==> config.mk <==
export PLATFORM = sky130hd
export DESIGN_NAME = seq_detector_param
export DESIGN_NICKNAME = d
export VERILOG_FILES = /design/src/rtl/seq_detector_param.sv
export SDC_FILE = /design/constraint.sdc
export NUM_CORES = 1
export LEC_CHECK = 0
export CELL_PAD_IN_SITES_DETAIL_PLACEMENT = 1
export CELL_PAD_IN_SITES_GLOBAL_PLACEMENT = 2
export CORE_ASPECT_RATIO = 1.5
export CORE_MARGIN = 3
export CORE_UTILIZATION = 38
export CTS_BUF_LIST = sky130_fd_sc_hd__clkbuf_2
export CTS_CLUSTER_DIAMETER = 50
export DETAILED_ROUTE_END_ITERATION = 10
export GPL_ROUTABILITY_DRIVEN = 0
export MAX_ROUTING_LAYER = met4
export PLACE_DENSITY = 0.95
export SLEW_MARGIN = 20
export SYNTH_ARGS = -nofsm -noshare
export SYNTH_HDL_FRONTEND = slang
export SYNTH_SLANG_ARGS = --single-unit
==> constraint.sdc <==
create_clock -name clk -period 8.35 [get_ports clk]
set_clock_uncertainty 0.2 [all_clocks]
set_input_delay 1.67 -clock clk [delete_from_list [all_inputs] [get_ports clk]]
set_output_delay 1.67 -clock clk [all_outputs]
set_load 0.01 [all_outputs]
==> src/rtl/seq_detector_param.sv <==
// -----------------------------------------------------------------------------
// seq_detector_param
//
// Runtime-programmable serial bit-pattern detector with Mealy-style match
// output. A pattern, its length and the overlap mode are latched on a
// one-cycle configuration strobe. Incoming bits are qualified by din_valid
// and shifted into a history register. A match is flagged combinationally in
// the cycle that the final pattern bit is accepted. Matches are counted in a
// saturating counter.
//
// Ports:
//   clk        rising-edge clock
//   reset      asynchronous, active-high; clears all state
//   din        serial data bit, sampled when din_valid=1
//   din_valid  qualifies din
//   cfg_load   one-cycle strobe that latches pattern / pat_len / overlap
//   pattern    target pattern; pattern[pat_len-1] is the oldest bit
//   pat_len    pattern length in bits (legal 2..MAX_LEN)
//   overlap    1 = overlapping detection, 0 = non-overlapping
//   cnt_clr    synchronous clear of match_cnt (wins over an increment)
//   match      combinational match flag for the bit being accepted
//   match_cnt  registered saturating match count
//   cfg_err    registered flag: latched length is outside 2..MAX_LEN
// -----------------------------------------------------------------------------
module seq_detector_param #(
    parameter int MAX_LEN = 8,
    parameter int CNT_W   = 8
) (
    input  logic                      clk,
    input  logic                      reset,
    input  logic                      din,
    input  logic                      din_valid,
    input  logic                      cfg_load,
    input  logic [MAX_LEN-1:0]        pattern,
    input  logic [$clog2(MAX_LEN):0]  pat_len,
    input  logic                      overlap,
    input  logic                      cnt_clr,
    output logic                      match,
    output logic [CNT_W-1:0]          match_cnt,
    output logic                      cfg_err
);

    localparam int LEN_W  = $clog2(MAX_LEN) + 1;
    localparam int FILL_W = $clog2(MAX_LEN + 1);
    localparam logic [FILL_W-1:0] FILL_MAX = FILL_W'(MAX_LEN);

    // Mask selecting the low 'len' bits of the comparison window.
    function automatic logic [MAX_LEN-1:0] len_mask(input logic [LEN_W-1:0] len);
        logic [MAX_LEN-1:0] m;
        m = '0;
        for (int i = 0; i < MAX_LEN; i++) begin
            m[i] = (i < int'(len));
        end
        return m;
    endfunction

    // A length is usable only in the range 2..MAX_LEN.
    function automatic logic len_invalid(input logic [LEN_W-1:0] len);
        return (int'(len) < 2) || (int'(len) > MAX_LEN);
    endfunction

    logic [MAX_LEN-1:0] pat_r;
    logic [LEN_W-1:0]   len_r;
    logic               ovl_r;
    logic [MAX_LEN-1:0] hist_r;
    logic [FILL_W-1:0]  fill_r;
    logic [CNT_W-1:0]   match_cnt_r;
    logic               cfg_err_r;

    logic [MAX_LEN-1:0] window_s;
    logic [MAX_LEN-1:0] mask_s;
    logic               accept_s;
    logic               fill_ok_s;
    logic               pat_eq_s;
    logic               match_s;

    // Combinational match: window is the history with the incoming bit appended.
    always_comb begin
        window_s  = {hist_r[MAX_LEN-2:0], din};
        mask_s    = len_mask(len_r);
        accept_s  = din_valid & ~cfg_load;
        fill_ok_s = (int'(fill_r) + 1) >= int'(len_r);
        pat_eq_s  = ((window_s ^ pat_r) & mask_s) == '0;
        if (accept_s && !cfg_err_r && fill_ok_s && pat_eq_s) begin
            match_s = 1'b1;
        end else begin
            match_s = 1'b0;
        end
    end

    // Configuration, history, fill level and match counter state.
    always_ff @(posedge clk or posedge reset) begin
        if (reset) begin
            pat_r       <= '0;
            len_r       <= '0;
            ovl_r       <= 1'b0;
            hist_r      <= '0;
            fill_r      <= '0;
            match_cnt_r <= '0;
            cfg_err_r   <= 1'b1;
        end else begin
            if (cfg_load) begin
                // Configuration wins over a coincident data bit.
                pat_r     <= pattern;
                len_r     <= pat_len;
                ovl_r     <= overlap;
                hist_r    <= '0;
                fill_r    <= '0;
                cfg_err_r <= len_invalid(pat_len);
            end else if (din_valid) begin
                hist_r <= window_s;
                // Non-overlapping mode restarts the fill count after a match.
                if (match_s && !ovl_r) begin
                    fill_r <= '0;
                end else if (fill_r != FILL_MAX) begin
                    fill_r <= fill_r + FILL_W'(1);
                end else begin
                    fill_r <= fill_r;
                end
            end else begin
                hist_r <= hist_r;
                fill_r <= fill_r;
            end

            if (cnt_clr) begin
                match_cnt_r <= '0;
            end else if (match_s && (match_cnt_r != '1)) begin
                match_cnt_r <= match_cnt_r + CNT_W'(1);
            end else begin
                match_cnt_r <= match_cnt_r;
            end
        end
    end

    assign match     = match_s;
    assign match_cnt = match_cnt_r;
    assign cfg_err   = cfg_err_r;

endmodule

* Word level (Yosys, flattened, before mapping)
Index checks and enable logic that the tools add are counted.
** Cells by class
- Reduce and logical (&&, ||, !) cells :: 13
- Bitwise logic cells :: 4
- Add/subtract/negate cells :: 3
- Shift-type cells :: 0
- Muxes and demuxes :: 9
- Order comparisons :: 11
- Divide/modulo/power cells :: 0
- Eq/ne operators :: 2
- $mul :: 0
** Operators with widths (number)
- less-than comparator 3 x 4 -> 1 bit, first input constant :: 4
- 2-to-1 mux 4 bit :: 4
- 2-to-1 mux 8 bit :: 2
- 2-to-1 mux 7 bit :: 2
- adder 8 x 1 -> 8 bit, second input constant :: 1
- AND 8 bit :: 1
- logical NOT 8 bit :: 1
- less-than comparator 1 x 4 -> 1 bit, first input constant :: 2
- less-than comparator 2 x 4 -> 1 bit, first input constant :: 2
- != test 8 bit, second input constant :: 1
- XOR 8 bit :: 1
- adder 4 x 1 -> 5 bit, second input constant :: 1
- >= comparator 5 x 4 -> 1 bit :: 1
- logical AND 1 bit :: 5
- adder 4 x 1 -> 4 bit, second input constant :: 1
- greater-than comparator 4 bit, second input constant :: 1
- less-than comparator 4 x 2 -> 1 bit, second input constant :: 1
- != test 4 bit, second input constant :: 1
- nonzero test 2 bit :: 2
- nonzero test 3 bit :: 1
- logical NOT 1 bit :: 2
- AND reduction 2 bit :: 1
- AND 1 bit :: 1
- logical OR 1 bit :: 1
- other kinds (2) :: 2
** Word-level totals
- Output and inout port bits :: 10
- ROM bits :: 0
- Input bits :: 19
- Flip-flop bits (word level) :: 33
- Memory bits (writable) :: 0
- Memories kept :: 0
- Latch bits :: 0
- Logic and storage cells :: 49

* Longest topological paths before layout
- Word-level depth :: 10
- Depth in mapped cells :: 10
- Gate-level depth less buffers :: 10

* Worst setup path after synthesis
Ideal clock, no wire load.
- Path type :: input-to-output
- Start :: in cfg_load
- End :: out match
- Stages :: 5
- Setup slack :: 3775 ps
- Buffers on the path :: 0
- Arrival time :: 2705 ps
- Data required time :: 6480 ps
- Cell sequence :: nor3b_1 -> o221ai_1 -> a211o_1 -> or3_4 -> inv_1
** On the way
- Longest elaborated chain between the ends :: 6
** RTL lines
- from (decl) :: RTL line 33 : input logic cfg_load,
- NOT 1 bit :: RTL line 81 : accept_s = din_valid & ~cfg_load;
- AND 1 bit :: RTL line 81
- logical AND 1 bit (3 in a row) :: RTL line 84 : if (accept_s && !cfg_err_r && fill_ok_s && pat_eq_s) begin
- 2-to-1 mux 1 bit :: RTL line 84
- to (decl) :: RTL line 38 : output logic match,
No other way between the ends.

* Worst setup path after layout
- Start :: in din_valid
- End :: out match
** On the way
- Longest elaborated chain between the ends :: 5
** RTL lines
- from (decl) :: RTL line 32 : input logic din_valid,
- AND 1 bit :: RTL line 81
- logical AND 1 bit (3 in a row) :: RTL line 84
- 2-to-1 mux 1 bit :: RTL line 84
No other way between the ends.

==> metrics.yaml <==
leakagePower_nw: 0.992
fp-row-count: 30
slew_viol_final: 0
antennaDiodeCount: 0
tightest_slew_ns: 0.666
final_nets: 235
area_delta_synth_final_pct: 23.1
timing.final.crit_share_pct: 73.3
cts_buffer_depth: 2
synth_warnings: 0
cp_max_fo: 15
synth_top_area_share_pct: 44.0
coreArea_um2: 4580
clockRootBuffer: "clkbuf_2"
final_cells: 274
synth_nets: 203
cts_tree: "built"
grt_pass1_wl_um: 6820
fp.dieH_um: 90.7
clk_pin_slew_ns: 0.15
cts_buffers: 5
firstDrtPassIters: 3
cts.sinks: 33
syn_inst: 177
drive_above_1_share_pct: 14.8
min_period_ns: 6.12
synth.most_common_cell: "dfrtp_1"
finalHoldViolCount: 0
cts_resized: 0
detail_route.wl_per_cell_um: 14.0
post-dp-hpwl_um: 2950
htree_levels: 2
io_buffers: 28
netlist_top_cells_count: "dfrtp_1 (32), nor2_1 (19), inv_1 (12), mux2_2 (11), o21ai_0 (11)"
yosys_most_used_dff: "dfrtp_1"
status: "complete, no violations"
setup_violations: 0
antenna_found_initial: 0
routed-via-count: 1389
cts_setup_buffers: 0
top_level_ports: 29
place_inst: 266
start_kind: "input port"
worstSetupEndpointType: "output port"
relSlewSlack_pct: 55.5
drc: 0
synthTopCellsByArea: "dfrtp_1 (44%), mux2_2 (6.8%), ha_1 (4.8%)"
synth_edf_count: 0
vias_per_cell: 5.07
wl_um: 3840
ys_ff_latch: 33
cp.arrival_ns: 4.25
fin_setup_tns_ns: 0
design.die.area_um2: 5670
ir_drop_mv: 0.0947
drv_cap: 0
first_global_vias: 1447
synth_cell_types: 38
required_ns: 6.48
grt.overflow.total: 0
rsz0062_at_grt: "false"
route.antenna.remaining_nets: 0
hold_path_class: "flop to flop"
ys_seq_area_share_pct: 45.5
fmax_mhz: 163
grt_use_total_pct: 15.6
power.total_mw: 0.333
cts.hold.buffers_added: 0
die_x_um: 62.5
async_flop_share_pct: 100
start_util_pct: 39.7
path_class: "input port to output port"
p_per_area_nw_per_um2: 149
clock_latency_ns: 0.37
synth_top_cell_by_area: "dfrtp_1"
syn_avg_cell_area_um2: 10.3
netlist_area_um2: 1820
grt_max_degree: 34
drtIter0Drc: 28
## report_power, final
part | switching [mW] | internal [mW]
sequential | 0.00853 | 0.169
combinational | 0.0248 | 0.0278
clock | 0.0520 | 0.0512
total | 0.0853 | 0.248
## layout make-up
class | count | area, µm²
fill | 522 | 2340
inverter | 12 | 45.0
clock inverter | 2 | 33.8
tap | 64 | 80.1
clock buffer | 6 | 30.0
sequential | 33 | 827
multi-input combinational | 127 | 928
timing repair buffer | 30 | 295
## sequential cells by signal, indices dropped and copies added, names as in the netlist
signal and flops:
match_cnt 8, pat_r 8, hist_r 7, fill_r 4, len_r 4, cfg_err 1, ovl_r 1
## through the flow
step                      cell area [µm²]  worst slack (ns)  hold slack (ns)  utilization, %
after CTS                            2240              2.22            0.330            48.9
after detailed placement             2180              2.24            0.306            47.5
after global routing                 2240              2.03            0.347            48.9
final                                2240              2.23            0.325            48.9
after global placement               2180              2.25            0.296            47.5
after floorplan                      1820              3.78            0.280               -
## worst paths after layout
check                           from      endpoint  slack, ns  cells past startpoint
max                        din_valid         match       2.23                      7
min                          cfg_err       cfg_err       0.32                      2
max reg2reg                fill_r[0]  match_cnt[7]       5.39                      9
min reg2reg                  cfg_err       cfg_err       0.32                      2
max in group asynchronous      reset       cfg_err       6.15                      3
min in group asynchronous      reset      len_r[2]       1.46                      3
## worst max-delay path: stages
cell and delay (ns):
clkdlybuf4s50_1 0.90, nor3b_1 0.26, o221ai_1 0.14, a211o_1 0.29
or3_4 0.35, inv_1 0.10, clkdlybuf4s50_1 0.54
## cells by family after synthesis
group                    share of synthesized area, %
buffers and inverters                            3.51
flip-flops                                       45.5
multiplexers                                     12.4
adder cells (fa/ha/maj)                          4.81
AND/OR/NAND/NOR                                  18.9
AO/OA/AOI/OAI                                    10.0
XOR/XNOR                                         4.81
## layout by cell type, fill, tap and decap left out, types with 3 or more instances in the layout
master / Yosys / routed
mux2i_1: 8 / 8
dfrtp_1: 32 / 32
a21oi_1: 4 / 4
inv_1: 12 / 12
nand3_1: 8 / 8
nor2_1: 19 / 19
nor2b_1: 3 / 3
a31o_2: 4 / 4
clkdlybuf4s50_1: 0 / 28
nand2_1: 7 / 7
nand2b_1: 5 / 5
clkbuf_2: 0 / 6
xor2_1: 3 / 3
ha_1: 7 / 7
nand3b_1: 4 / 4
o21ai_0: 11 / 11
mux2_2: 11 / 11
xnor2_1: 7 / 7
## routing by layer
layer	wire length, µm	share of wire (%)	global-route usage [%]
met1	1510	39	16.6
met2	2080	54	26.9
met3	110	2.9	3.36
met4	134	3.5	8.29
met5	0	0	-
Note: power is estimated with default switching activity, not from simulation.
